File: config.mk
export PLATFORM = sky130hd
export DESIGN_NAME = fp_div_iter
export DESIGN_NICKNAME = d
export VERILOG_FILES = /design/src/rtl/fp_div_iter.sv
export SDC_FILE = /design/constraint.sdc
export NUM_CORES = 1
export LEC_CHECK = 0
export ABC_AREA = 1
export CORE_MARGIN = 5
export CORE_UTILIZATION = 59
export CTS_CLUSTER_SIZE = 20
export DETAILED_ROUTE_END_ITERATION = 12
export GPL_ROUTABILITY_DRIVEN = 0
export HOLD_SLACK_MARGIN = 0.02
export PLACE_DENSITY = 0.82
export SLEW_MARGIN = 10
export SYNTH_ARGS = -nofsm -noshare
export SYNTH_HDL_FRONTEND = slang
export SYNTH_SLANG_ARGS = --single-unit
File: constraint.sdc
create_clock -name clk -period 7.4 [get_ports clk]
set_clock_uncertainty 0.1 [all_clocks]
set_input_delay 1.48 -clock clk [delete_from_list [all_inputs] [get_ports clk]]
set_output_delay 1.48 -clock clk [all_outputs]
set_load 0.01 [all_outputs]
File: src/rtl/fp_div_iter.sv
// Single-precision floating-point divider, result = A / B, one quotient bit per clock.
// Subnormal inputs are treated as zero and the quotient is truncated toward zero.
module fp_div_iter #(
  parameter int EXP_W  = 8,
  parameter int FRAC_W = 23
) (
  input  logic                      clk,
  input  logic                      rst,
  input  logic                      in_valid,
  output logic                      in_ready,
  input  logic [EXP_W+FRAC_W:0]     A,
  input  logic [EXP_W+FRAC_W:0]     B,
  output logic                      out_valid,
  input  logic                      out_ready,
  output logic [EXP_W+FRAC_W:0]     result,
  output logic                      overflow,
  output logic                      underflow,
  output logic                      div_by_zero,
  output logic                      invalid
);
  localparam int W     = 1 + EXP_W + FRAC_W;
  localparam int N     = FRAC_W + 2;
  localparam int CNT_W = $clog2(N);
  localparam int EW2   = EXP_W + 2;
  localparam logic [EW2-1:0] BIAS    = EW2'(2**(EXP_W-1) - 1);
  localparam logic [EW2-1:0] EXP_MAX = EW2'(2**EXP_W - 1);

  localparam logic [2:0] S_IDLE   = 3'd0;
  localparam logic [2:0] S_LOAD   = 3'd1;
  localparam logic [2:0] S_DIVIDE = 3'd2;
  localparam logic [2:0] S_NORM   = 3'd3;
  localparam logic [2:0] S_DONE   = 3'd4;

  logic [2:0]        state;
  logic [W-1:0]      a_reg, b_reg;
  logic [N-1:0]      rem, quo;
  logic [FRAC_W:0]   den;
  logic [CNT_W-1:0]  cnt;
  logic [EW2-1:0]    exp_r;

  logic [EXP_W-1:0]  a_exp, b_exp;
  logic [FRAC_W-1:0] a_frac, b_frac;
  logic              sign_q, a_zero, b_zero, a_inf, b_inf, a_nan, b_nan;
  logic [W-1:0]      inf_res, zero_res, qnan_res, spec_res;
  logic              special, spec_inv, spec_dz;
  logic [N-2:0]      diff;
  logic              ge;
  logic [EW2-1:0]    e_init, e_norm;
  logic [FRAC_W-1:0] frac_norm;
  logic              norm_ovf, norm_unf;

  assign a_exp  = a_reg[W-2:FRAC_W];
  assign b_exp  = b_reg[W-2:FRAC_W];
  assign a_frac = a_reg[FRAC_W-1:0];
  assign b_frac = b_reg[FRAC_W-1:0];
  assign sign_q = a_reg[W-1] ^ b_reg[W-1];
  assign a_zero = (a_exp == '0);
  assign b_zero = (b_exp == '0);
  assign a_inf  = (&a_exp) && (a_frac == '0);
  assign b_inf  = (&b_exp) && (b_frac == '0);
  assign a_nan  = (&a_exp) && (|a_frac);
  assign b_nan  = (&b_exp) && (|b_frac);

  assign inf_res  = {sign_q, {EXP_W{1'b1}}, {FRAC_W{1'b0}}};
  assign zero_res = {sign_q, {(W-1){1'b0}}};
  assign qnan_res = {1'b0, {EXP_W{1'b1}}, 1'b1, {(FRAC_W-1){1'b0}}};

  // Special-operand classification, highest priority first
  always_comb begin
    special  = 1'b1;
    spec_inv = 1'b0;
    spec_dz  = 1'b0;
    spec_res = zero_res;
    if (a_nan || b_nan) begin
      spec_res = qnan_res;
    end else if ((a_zero && b_zero) || (a_inf && b_inf)) begin
      spec_res = qnan_res;
      spec_inv = 1'b1;
    end else if (a_inf) begin
      spec_res = inf_res;
    end else if (b_inf || a_zero) begin
      spec_res = zero_res;
    end else if (b_zero) begin
      spec_res = inf_res;
      spec_dz  = 1'b1;
    end else begin
      special = 1'b0;
    end
  end

  // rem < 2*den always holds, so the difference fits one bit narrower than rem
  assign ge        = (rem >= {1'b0, den});
  assign diff      = rem[N-2:0] - den;
  assign e_init    = EW2'(a_exp) - EW2'(b_exp) + BIAS;
  assign e_norm    = quo[N-1] ? exp_r : exp_r - EW2'(1);
  assign frac_norm = quo[N-1] ? quo[FRAC_W:1] : quo[FRAC_W-1:0];
  assign norm_unf  = e_norm[EW2-1] || (e_norm == '0);
  assign norm_ovf  = !e_norm[EW2-1] && (e_norm >= EXP_MAX);

  assign in_ready  = (state == S_IDLE);
  assign out_valid = (state == S_DONE);

  always_ff @(posedge clk or posedge rst) begin
    if (rst) begin
      state       <= S_IDLE;
      a_reg       <= '0;
      b_reg       <= '0;
      rem         <= '0;
      quo         <= '0;
      den         <= '0;
      cnt         <= '0;
      exp_r       <= '0;
      result      <= '0;
      overflow    <= 1'b0;
      underflow   <= 1'b0;
      div_by_zero <= 1'b0;
      invalid     <= 1'b0;
    end else begin
      case (state)
        S_IDLE: begin
          if (in_valid) begin
            a_reg       <= A;
            b_reg       <= B;
            overflow    <= 1'b0;
            underflow   <= 1'b0;
            div_by_zero <= 1'b0;
            invalid     <= 1'b0;
            state       <= S_LOAD;
          end
        end
        S_LOAD: begin
          if (special) begin
            result      <= spec_res;
            invalid     <= spec_inv;
            div_by_zero <= spec_dz;
            state       <= S_DONE;
          end else begin
            rem   <= {2'b01, a_frac};
            den   <= {1'b1, b_frac};
            quo   <= '0;
            cnt   <= '0;
            exp_r <= e_init;
            state <= S_DIVIDE;
          end
        end
        S_DIVIDE: begin
          quo <= {quo[N-2:0], ge};
          rem <= ge ? {diff, 1'b0} : {rem[N-2:0], 1'b0};
          cnt <= cnt + CNT_W'(1);
          if (cnt == CNT_W'(N-1)) state <= S_NORM;
        end
        S_NORM: begin
          if (norm_ovf) begin
            result   <= inf_res;
            overflow <= 1'b1;
          end else if (norm_unf) begin
            result    <= zero_res;
            underflow <= 1'b1;
          end else begin
            result <= {sign_q, e_norm[EXP_W-1:0], frac_norm};
          end
          state <= S_DONE;
        end
        S_DONE: begin
          if (out_ready) state <= S_IDLE;
        end
        default: state <= S_IDLE;
      endcase
    end
  end
endmodule

# Yosys cells after proc, flatten, opt, wreduce, memory -nomap -nowiden
# Index checks and enable logic that the tools add are counted.
# op_classes
addsub,5
n_lt_le_gt_ge,2
eq_ne,13
n_mux,44
bitwise_logic,2
reduce_logical,34
# ops
op,count
2-to-1 mux 31 bit,5
one-hot mux 25 bit (2 select lines),2
2-to-1 mux 32 bit,3
2-to-1 mux 25 bit,3
one-hot mux 32 bit (2 select lines),1
logical NOT 23 bit,2
OR reduction 23 bit,2
>= comparator 25 x 24 -> 1 bit,1
subtractor 24 bit,1
2-to-1 mux 23 bit,1
2-to-1 mux 1 bit,17
logical NOT 8 bit,2
AND reduction 8 bit,2
one-hot mux 3 bit (5 select lines),1
inequality test 2 bit (second input constant),7
2-to-1 mux 3 bit,4
adder 9 x 8 -> 10 bit (second input constant),1
>= comparator 10 x 8 -> 1 bit (second input constant),1
logical NOT 10 bit,1
2-to-1 mux 10 bit,1
one-hot mux 5 bit (2 select lines),1
subtractor 10 x 1 -> 10 bit (second input constant),1
AND reduction 3 bit,3
subtractor 8 x 8 -> 9 bit,1
other kinds (17),36
# word_totals
reg_bits,192
input_bits,68
output_inout_bits,38

# Longest topological paths before layout
# Gate-level depths: netlist of run 1.
# depth
word_depth,9
mapped_depth,17
ltp_nobuf,17

# Worst setup path before layout of run 1
# No wires, ideal clock.
# synth_path
path_type,input -> register
startpoint,input in_valid
endpoint,register a_reg[0]
setup_ps,130
t_arrival_ps,2188
required_ps,7170
slack_ps,4983
stages,6
path_buffers,2
path_cell_list,nand2_1 inv_1 buf_2 buf_2 nand2_1 o21ai_0
# synth_via
elab_chain_len,1
# synth_lines
element,line,source
from (decl),9,"input logic in_valid,"
AND reduction 2 bit (no line),--,
to (signal assigned),106,a_reg <= '0;
to (signal assigned),122,a_reg <= A;
to (decl),35,"logic [W-1:0] a_reg, b_reg;"
# Every way passes these cells.
# A chain may end at the register's enable or synchronous reset.

# Final worst setup path of run 1
# layout_path
startpoint,register state[0]
endpoint,output in_ready
# layout_via
elab_chain_len,1
# layout_lines
element,line,source
from (decl),34,logic [2:0] state;
from (signal assigned),105,state <= S_IDLE;
from (signal assigned),128,state <= S_LOAD;
from (signal assigned),136,state <= S_DONE;
logical NOT 3 bit,100,assign in_ready = (state == S_IDLE);
to (decl),10,"output logic in_ready,"
# Every way passes these cells.

==> run_results.csv, run 1 <==
group,metric,value,unit
setup_path,arrival,1.84,ns
synth,synth.largest_area_cell,"dfrtp_1",
cells_and_area,post-route-cell-area,0.01319,sq mm
synth,synth_top_family_by_area,"simple AND/OR/NAND/NOR gates",
cells_and_area,area_growth,15.26,%
clocking,cts.htree.levels,4,
clocking,clockBufferDepth,2,
cells_and_area,diodes,0,
setup_path,worst_setup_path_end_kind,"output port",
global_routing,grt_start_max_net_pins,119,
clocking,path_clk_slew,0.08,ns
place,dpl_cell_area,0.01258,sq mm
synth,synth_compound_area_share,10.64,%
setup_path,crit_type,"flip-flop to output port",
sta,grt_setup_unrepaired,"no",
synth,synth_edf_count,0,
sta,fmax,292.0,MHz
floorplanning,die_w,149.2,um
clocking,cts_resized,0,
power,leakagePower,6.571,nW
routing,wl,27960,um
setup_path,crit_start,"state[0]",
cells_and_area,fin_nets,1765,
clocking,clock_latency,0.45,ns
floorplanning,ioPinCount,106,
routing,ant_nets,0,
synth,postSynthCellCount,1581,
setup_path,crit_top_cell,"nor2_1",
synth,ys_ff_latch,192,
synth,synthDominantCellAreaShare,42.00,%
sta,finalCritPeriodShare,46.28,%
sta,worst-slew-pin-transition,0.9512,ns
routing,vias,10330,
setup_path,r2r_start,"den[22]",
routing,viasPerCell,5.335,
setup_path,required,5.82,ns
synth,synth_adder_area_share,4.287,%
min_path,hp-class,"flip-flop to flip-flop",
setup_path,slowest_delay,0.59,ns
setup_path,worstSetupStartpointType,"flip-flop",
setup_path,rr_endpoint,"rem[16]",
floorplanning,fp.dieH,149.2,um
setup_path,path_depth,4,
setup_path,worst-r2r-setup-slack,4.54,ns
setup_path,crit_path_end,"in_ready",
setup_path,worstPathMaxFanout,3,
global_routing,grt_usage,25.89,%
synth,yosys.area_share.simple,30.54,%
clocking,cts_tree,"yes",
global_routing,antenna_found_initial,0,
clocking,cts_hold_buf,0,
setup_path,cp_cell_sequence,"nor2_1 > inv_1 > nor2_1 > clkdlybuf4s50_1",
synth,synth.avg_cell_area,7.236,sq um
sta,final_max_slew_viol_count,0,
power,vdd_drop_max,0.4018,mV
place,io_buffers,105,
synth,syn_area,0.01144,sq mm
clocking,cts_setup_buffers,0,
clocking,cts_buffers,17,
setup_path,rr_worst_depth,14,
clocking,ctsRootBufferMaster,"clkbuf_16",
run,cap_violations,0,
routing,drt-wirelength-per-cell,14.44,um
synth,synth_flop_cell,"dfrtp_1",
synth,ys_async_sr_fraction,100.0,%
setup_path,cp_num_buf_inv,2,
power,p_per_area,484.5,mW/mm^2
sta,hold_viol,0,
sta,max_slew_margin,36.59,%
sta,period_needed,3.424,ns
synth,ys_types,44,
floorplanning,coreArea,0.01927,sq mm
sta,setup_viol,0,
synth,synth_warnings,0,
synth,synth_common_cells,"nand2_1 (503), inv_1 (227), dfrtp_1 (192)",
global_routing,grt_pass1_wl,46770,um
sta,setup_tns,0,ns
place,dp_hpwl,20240,um
cells_and_area,drive_gt1_share,6.998,%
setup_path,crit_family,"buffers and inverters",
synth,ys_seq_area_share,42.00,%
floorplanning,dieArea,0.02227,sq mm
setup_path,crit_slowest_cell,"clkdlybuf4s50_1",
synth,synth_fp_nets,1687,
global_routing,grt-ovfl-total,0,
floorplanning,start_util,59.36,%
clocking,clock-sinks,192,
synth,synth_xor_area_share,1.991,%
global_routing,first_global_vias,9819,
floorplanning,rows,51,
synth,post-synth-top-count-cell,"nand2_1",
status,status,"finished, final reports clean",
routing,drc,0,
routing,drtPass1Iterations,5,
synth,synth_area_leaders,"dfrtp_1 (42%), nand2_1 (17%), inv_1 (7.4%)",
routing,drt_iter0_markers,895,
synth,muxShareOfSynthArea,0,%
area by class of cell:
cell class                      instances  area [sq um]
Clock buffer                           17         425.4
Tap cell                              265         331.6
Multi-Input combinational cell       1097          5429
Fill cell                            1631          6086
Timing Repair Buffer                  112          1104
Clock inverter                         15         178.9
Sequential cell                       192          4805
Inverter                              239         912.1
through the flow:
stage / instances / power, W / hold WS, ns / setup slack, ns / utilization, %
after global routing: 1937 / 0.006986 / 0.4082 / 3.905 / 68.42
after CTS: 1937 / 0.006371 / 0.3787 / 3.961 / 68.42
after global placement: 1905 / 0.005284 / 0.3411 / 3.701 / 65.28
after detailed placement: 1905 / 0.005401 / 0.3606 / 3.664 / 65.28
after floorplan: 1581 / 0.004579 / 0.3255 / 0.5928 / -
final: 1937 / 0.006389 / 0.3731 / 3.976 / 68.42
report_power, final:
part / switching [W] / internal (W)
clock network: 0.000475 / 0.000460
logic: 0.00243 / 0.00130
registers: 0.000270 / 0.00146
total: 0.00317 / 0.00322
worst register-to-register path, delay by kind of cell (launching register included):
kind            cells  cell delay (ns)
fa+ha+maj           1             0.32
compound gates      2             0.53
flops               1             0.37
simple gates        9             0.98
buf+inv             2             0.46
worst min-delay path by stage:
stage | start | to | slack, ns | cells after the start
after global placement | den[23] | den[23] | 0.34 | 2
final | den[23] | den[23] | 0.37 | 2
after global routing | result[7] | result[7] | 0.41 | 2
after floorplan | den[23] | den[23] | 0.33 | 2
after CTS | den[23] | den[23] | 0.38 | 2
after detailed placement | den[23] | den[23] | 0.36 | 2
cells by family (layout without fill, tap and decap cells):
| kind of cell | after synthesis | count (layout) |
|---|---|---|
| xor gates and xnor gates | 26 | 26 |
| adders and majority gates | 38 | 38 |
| buffers and inverters | 292 | 383 |
| DFF | 192 | 192 |
| AOI/OAI and AO/OA | 209 | 209 |
| and+or+nand+nor | 824 | 824 |
layout by cell type (no fill, tap or decap), types with 3 or more instances in the layout:
master and count:
nand3_1 88, a21oi_1 25, xor2_1 13, xnor2_1 13, nand2_2 19, clkbuf_16 17
o21ai_2 21, inv_1 225, o21ai_0 115, nand4_1 31, nand2_1 503, nor2_2 6
nand3b_1 5, dfrtp_1 192, nor3_1 7, ha_1 36, inv_2 10, o21ai_1 7
buf_4 7, a21oi_2 5, o21bai_1 4, nor2_1 152, clkdlybuf4s50_1 105, o22ai_1 27
inv_6 4, nand3_4 3, inv_8 6, clkinv_8 4
routing by layer:
metal	part of all wire, %	track usage, %	wire length (um)	vias up
met5	0	0	0	-
met4	1.7	7.414	478	0
met3	7.6	4.831	2116	43
met2	47	41.80	13090	323
met1	44	36.03	12280	4863
li1	-	-	-	5104
Power figures use the tool's default switching activity.
==> inputs of run 2 (changes only) <==
==> constraint.sdc (replaced) <==
create_clock -name clk -period 3.6 [get_ports clk]
set_clock_uncertainty 0.1 [all_clocks]
set_input_delay 0.72 -clock clk [delete_from_list [all_inputs] [get_ports clk]]
set_output_delay 0.72 -clock clk [all_outputs]
set_load 0.01 [all_outputs]
==> run_results.csv, run 2 (same netlist as run 1, synthesis figures left out) <==
group,metric,value,unit
status,status,"finished, final reports clean",
setup_path,required,3.82,ns
sta,fin_ws,0.9394,ns
cells_and_area,area_growth,16.35,%
routing,drt-wirelength-per-cell,14.55,um
floorplanning,dieArea,0.02227,sq mm
sta,max_slew_margin,39.52,%
clocking,cts_tree,"yes",
sta,hold_viol,0,
power,vdd_drop_max,0.6315,mV
global_routing,antenna_found_initial,0,
routing,wl,28340,um
place,io_buffers,105,
place,dp_hpwl,20780,um
power,fin_total_pwr,0.01334,W
floorplanning,coreArea,0.01927,sq mm
clocking,clockBufferDepth,2,
clocking,clock_latency,0.45,ns
setup_path,arrival,2.88,ns
routing,ant_nets,0,
sta,final_max_slew_viol_count,0,
sta,fmax,375.9,MHz
clocking,clock-sinks,192,
setup_path,worst_setup_path_end_kind,"flip-flop",
clocking,cts_hold_buf,0,
power,p_per_area,1002,mW/mm^2
cells_and_area,mostFrequentLayoutCell,"nand2_1",
global_routing,grt_usage,26.21,%
cells_and_area,drive_gt1_share,7.551,%
sta,worst-slew-pin-transition,0.9073,ns
floorplanning,fp.dieH,149.2,um
routing,drt_iter0_markers,943,
sta,finalCritPeriodShare,73.91,%
sta,setup_viol,0,
clocking,path_clk_slew,0.08,ns
global_routing,grt_start_max_net_pins,90,
clocking,cts_buffers,17,
setup_path,worstSetupStartpointType,"flip-flop",
global_routing,grt_pass1_wl,47010,um
power,leakagePower,6.640,nW
global_routing,first_global_vias,9664,
cells_and_area,fin_nets,1775,
clocking,cts.htree.levels,4,
cells_and_area,diodes,0,
setup_path,crit_type,"flip-flop to flip-flop",
sta,period_needed,2.661,ns
sta,grt_setup_unrepaired,"no",
min_path,hp-class,"flip-flop to flip-flop",
floorplanning,rows,51,
cells_and_area,mostFrequentLayoutCells,"nand2_1 (503), inv_1 (225), dfrtp_1 (192)",
routing,drtPass1Iterations,6,
clocking,cts_setup_buffers,0,
clocking,ctsRootBufferMaster,"clkbuf_16",
place,place_ws,0.9949,ns
setup_path,worstPathMaxFanout,15,
floorplanning,ioPinCount,106,
floorplanning,die_w,149.2,um
routing,vias,10450,
global_routing,grt-ovfl-total,0,
sta,setup_tns,0,ns
clocking,cts_resized,0,
cells_and_area,final_util,69.07,%
routing,drc,0,
floorplanning,start_util,59.36,%
routing,viasPerCell,5.368,
run,cap_violations,0,
[run 2: changes by cell type in the layout (fill, tap and decap cells not counted), sizes merged]
cell,change
buf,+10
clkinv,+2
clkinvlp,-1
inv,-1
[run 2: path summary, 6_finish.rpt]
kind	end	slack, ns	cells past startpoint	start
max	rem[16]	0.94	12	den[12]
min	den[23]	0.37	2	den[23]
max reg2reg	rem[16]	0.94	12	den[12]
min reg2reg	den[23]	0.37	2	den[23]
max in group asynchronous	quo[24]	1.94	3	rst
min in group asynchronous	result[4]	0.60	2	rst
[run 2: final cells by class]
cell class,count,area (sq um)
sequential,192,4805
inverter,239,908.4
clock inverter,15,220.2
clock buffer,17,425.4
timing repair buffer,122,1191
tap,265,331.6
multi-input combinational,1097,5429
fill,1593,5961
[run 2: metrics by stage]
stage / hold WS, ns / instances / instance area [sq um]
after global placement: 0.3428 / 1915 / 12660
after CTS: 0.3708 / 1947 / 13310
final: 0.3704 / 1947 / 13310
after floorplan: 0.3255 / 1581 / 11440
after global routing: 0.3940 / 1947 / 13310
after detailed placement: 0.3521 / 1915 / 12660
[run 2: report_power, final]
part           internal, W  switching [W]
Combinational      0.00273        0.00505
Sequential         0.00299       0.000563
Clock             0.000980        0.00102
[run 2: worst max-delay path: stages, from the launching register on]
cell and delay [ns]:
dfrtp_1 0.34, inv_1 0.11, ha_1 0.37, nand2_2 0.09, nor2_2 0.22, nand2_1 0.11, nor2_1 0.16, nand2_2 0.17
nand3_4 0.21, buf_4 0.27, nand3_1 0.12, a21oi_2 0.19, nor2_1 0.08
[run 2: routing by layer]
metal / track usage (%) / part of all wire, % / up-vias
li1: - / - / 5148
met1: 36.91 / 44 / 4857
met2: 41.80 / 47 / 393
met3: 5.044 / 6.9 / 54
met4: 7.231 / 2.2 / 0
met5: 0 / 0 / -
==> inputs of run 3 (changes only) <==
--- a/config.mk
+++ b/config.mk
@@ -7,12 +7,12 @@
 export LEC_CHECK = 0
 export ABC_AREA = 1
 export CORE_MARGIN = 5
-export CORE_UTILIZATION = 59
+export CORE_UTILIZATION = 53
 export CTS_CLUSTER_SIZE = 20
 export DETAILED_ROUTE_END_ITERATION = 12
 export GPL_ROUTABILITY_DRIVEN = 0
 export HOLD_SLACK_MARGIN = 0.02
-export PLACE_DENSITY = 0.82
+export PLACE_DENSITY = 0.77
 export SLEW_MARGIN = 10
 export SYNTH_ARGS = -nofsm -noshare
 export SYNTH_HDL_FRONTEND = slang
==> constraint.sdc (replaced) <==
create_clock -name clk -period 2.2 [get_ports clk]
set_clock_uncertainty 0.1 [all_clocks]
set_input_delay 0.44 -clock clk [delete_from_list [all_inputs] [get_ports clk]]
set_output_delay 0.44 -clock clk [all_outputs]
set_load 0.01 [all_outputs]
==> run_results.csv, run 3 (same netlist as run 1, synthesis figures left out) <==
group,metric,value,unit
place,dp_hpwl,22680,um
sta,finalCritPeriodShare,113.4,%
sta,max_slew_margin,60.86,%
cells_and_area,fin_nets,1915,
clocking,path_clk_slew,0.09,ns
floorplanning,start_util,54.08,%
status,status,"finished, violations left",
cells_and_area,multi_input_area,0.006436,sq mm
setup_path,cp_cell_sequence,"ha_4 > nand2_1 > inv_1 > nand2_4 > nor3_4 > nand3_4 > nand3_4 > buf_6 > clkinv_8 > nor2_4 > nor2_1 > nor2_1 > nor2_1",
cells_and_area,seqCellArea,0.004808,sq mm
clocking,clock-sinks,192,
status,violations,"negative setup slack",
global_routing,grt_pass1_wl,53190,um
setup_path,crit_slowest_cell,"dfrtp_1",
place,post-place-cells,2024,
sta,worst-slew-pin-transition,0.5859,ns
setup_path,worst_setup_path_end_kind,"flip-flop",
clocking,clockBufferDepth,2,
setup_path,worstSetupStartpointType,"flip-flop",
setup_path,crit_type,"flip-flop to flip-flop",
setup_path,crit_family,"simple AND/OR/NAND/NOR gates",
global_routing,grt_start_max_net_pins,57,
sta,setup_tns,-5.708,ns
setup_path,cp_num_buf_inv,3,
cells_and_area,mostFrequentLayoutCells,"nand2_1 (436), dfrtp_1 (189), inv_1 (187)",
floorplanning,dieArea,0.02462,sq mm
cells_and_area,drive_gt1_share,26.56,%
routing,drc,0,
floorplanning,die_w,156.9,um
routing,drt_iter0_markers,1539,
floorplanning,fp.dieH,156.9,um
sta,final_max_slew_viol_count,0,
routing,drt-wirelength-per-cell,18.81,um
sta,fmax,401.0,MHz
routing,ant_nets,0,
clocking,ctsRootBufferMaster,"clkbuf_16",
global_routing,grt-ovfl-total,0,
clocking,cts_buffers,17,
routing,drtPass1Iterations,9,
global_routing,grt_usage,26.77,%
setup_path,arrival,2.73,ns
floorplanning,coreArea,0.02115,sq mm
cells_and_area,area_growth,37.59,%
cells_and_area,diodes,0,
global_routing,antenna_found_initial,0,
global_routing,first_global_vias,10920,
cells_and_area,mostFrequentLayoutCell,"nand2_1",
power,leakagePower,7.576,nW
routing,vias,12070,
cells_and_area,fin_cells,2097,
clocking,clock_latency,0.45,ns
routing,viasPerCell,5.757,
floorplanning,ioPinCount,106,
clocking,cts.htree.levels,4,
sta,setup_viol,35,
sta,grt_setup_unrepaired,"yes",
sta,period_needed,2.494,ns
power,vdd_drop_max,1.447,mV
power,p_per_area,1914,mW/mm^2
setup_path,worstPathMaxFanout,5,
place,io_buffers,105,
clocking,cts_tree,"yes",
sta,fin_ws,-0.2940,ns
min_path,hp-class,"input port to async pin",
setup_path,required,2.44,ns
floorplanning,rows,53,
run,cap_violations,0,
setup_path,crit_top_cell,"nor2_1",
cells_and_area,n_fill_cell,1338,
routing,wl,39450,um
sta,hold_viol,0,
setup_path,slowest_delay,0.44,ns
[run 3: layout make-up]
class / instances / share of cell area [%]
Clock buffer: 17 / 2.703
Clock inverter: 15 / 1.335
Inverter: 239 / 5.835
Multi-Input combinational cell: 1097 / 40.89
Sequential cell: 192 / 30.55
Tap cell: 275 / 2.186
Timing Repair Buffer: 259 / 16.30
Timing Repair inverter: 3 / 0.1987
[run 3: final timing paths]
check / slack, ns / endpoint / startpoint / cells after the start
worst max-delay path: -0.29 / rem[21] / rem[19] / 13
worst min-delay path: 0.30 / result[9] / rst / 2
worst max register to register: -0.29 / rem[21] / rem[19] / 13
worst min register to register: 0.39 / result[8] / result[8] / 2
max in group asynchronous: 1.07 / b_reg[5] / rst / 3
min in group clk: 0.39 / result[8] / result[8] / 2
[run 3: metrics by stage]
stage               hold WS [ns]  total power [W]  utilization (%)  worst slack, ns  area, sq um
detailed placement        0.3576          0.02068            64.41         -0.08072        13630
CTS                       0.2967          0.02577            69.99         0.002679        14810
floorplan                 0.3255          0.01543                -          -0.8164        11450
finish                    0.2978          0.03012            74.41          -0.2940        15740
global placement          0.3408          0.02028            64.41         -0.05782        13630
global route              0.3083          0.03179            74.41          -0.2718        15740
[run 3: report_power, final]
part / switching (W) / leakage, nW / internal [W]
Clock: 0.00175 / 0.307 / 0.00160
Sequential: 0.00110 / 2.43 / 0.00490
Combinational: 0.0122 / 4.83 / 0.00862
Total: 0.0150 / 7.58 / 0.0151
[run 3: timing repair]
item                                   4_1_cts  5_1_grt
hold buffers                                 0        0
endpoints found under the hold margin        0        0
setup buffers                               15       21
setup endpoints to repair                   40       85
resized for setup                           77      213
pin swaps                                   36       88
cloned                                       3        6
[run 3: routing by layer]
metal  part of all wire, %  track usage, %  vias up
li1                      -               -     5413
met4                   5.7           9.008        0
met1                    36           35.95     5627
met2                    47           44.15      802
met3                    11           4.757      230
met5                     0               0        -
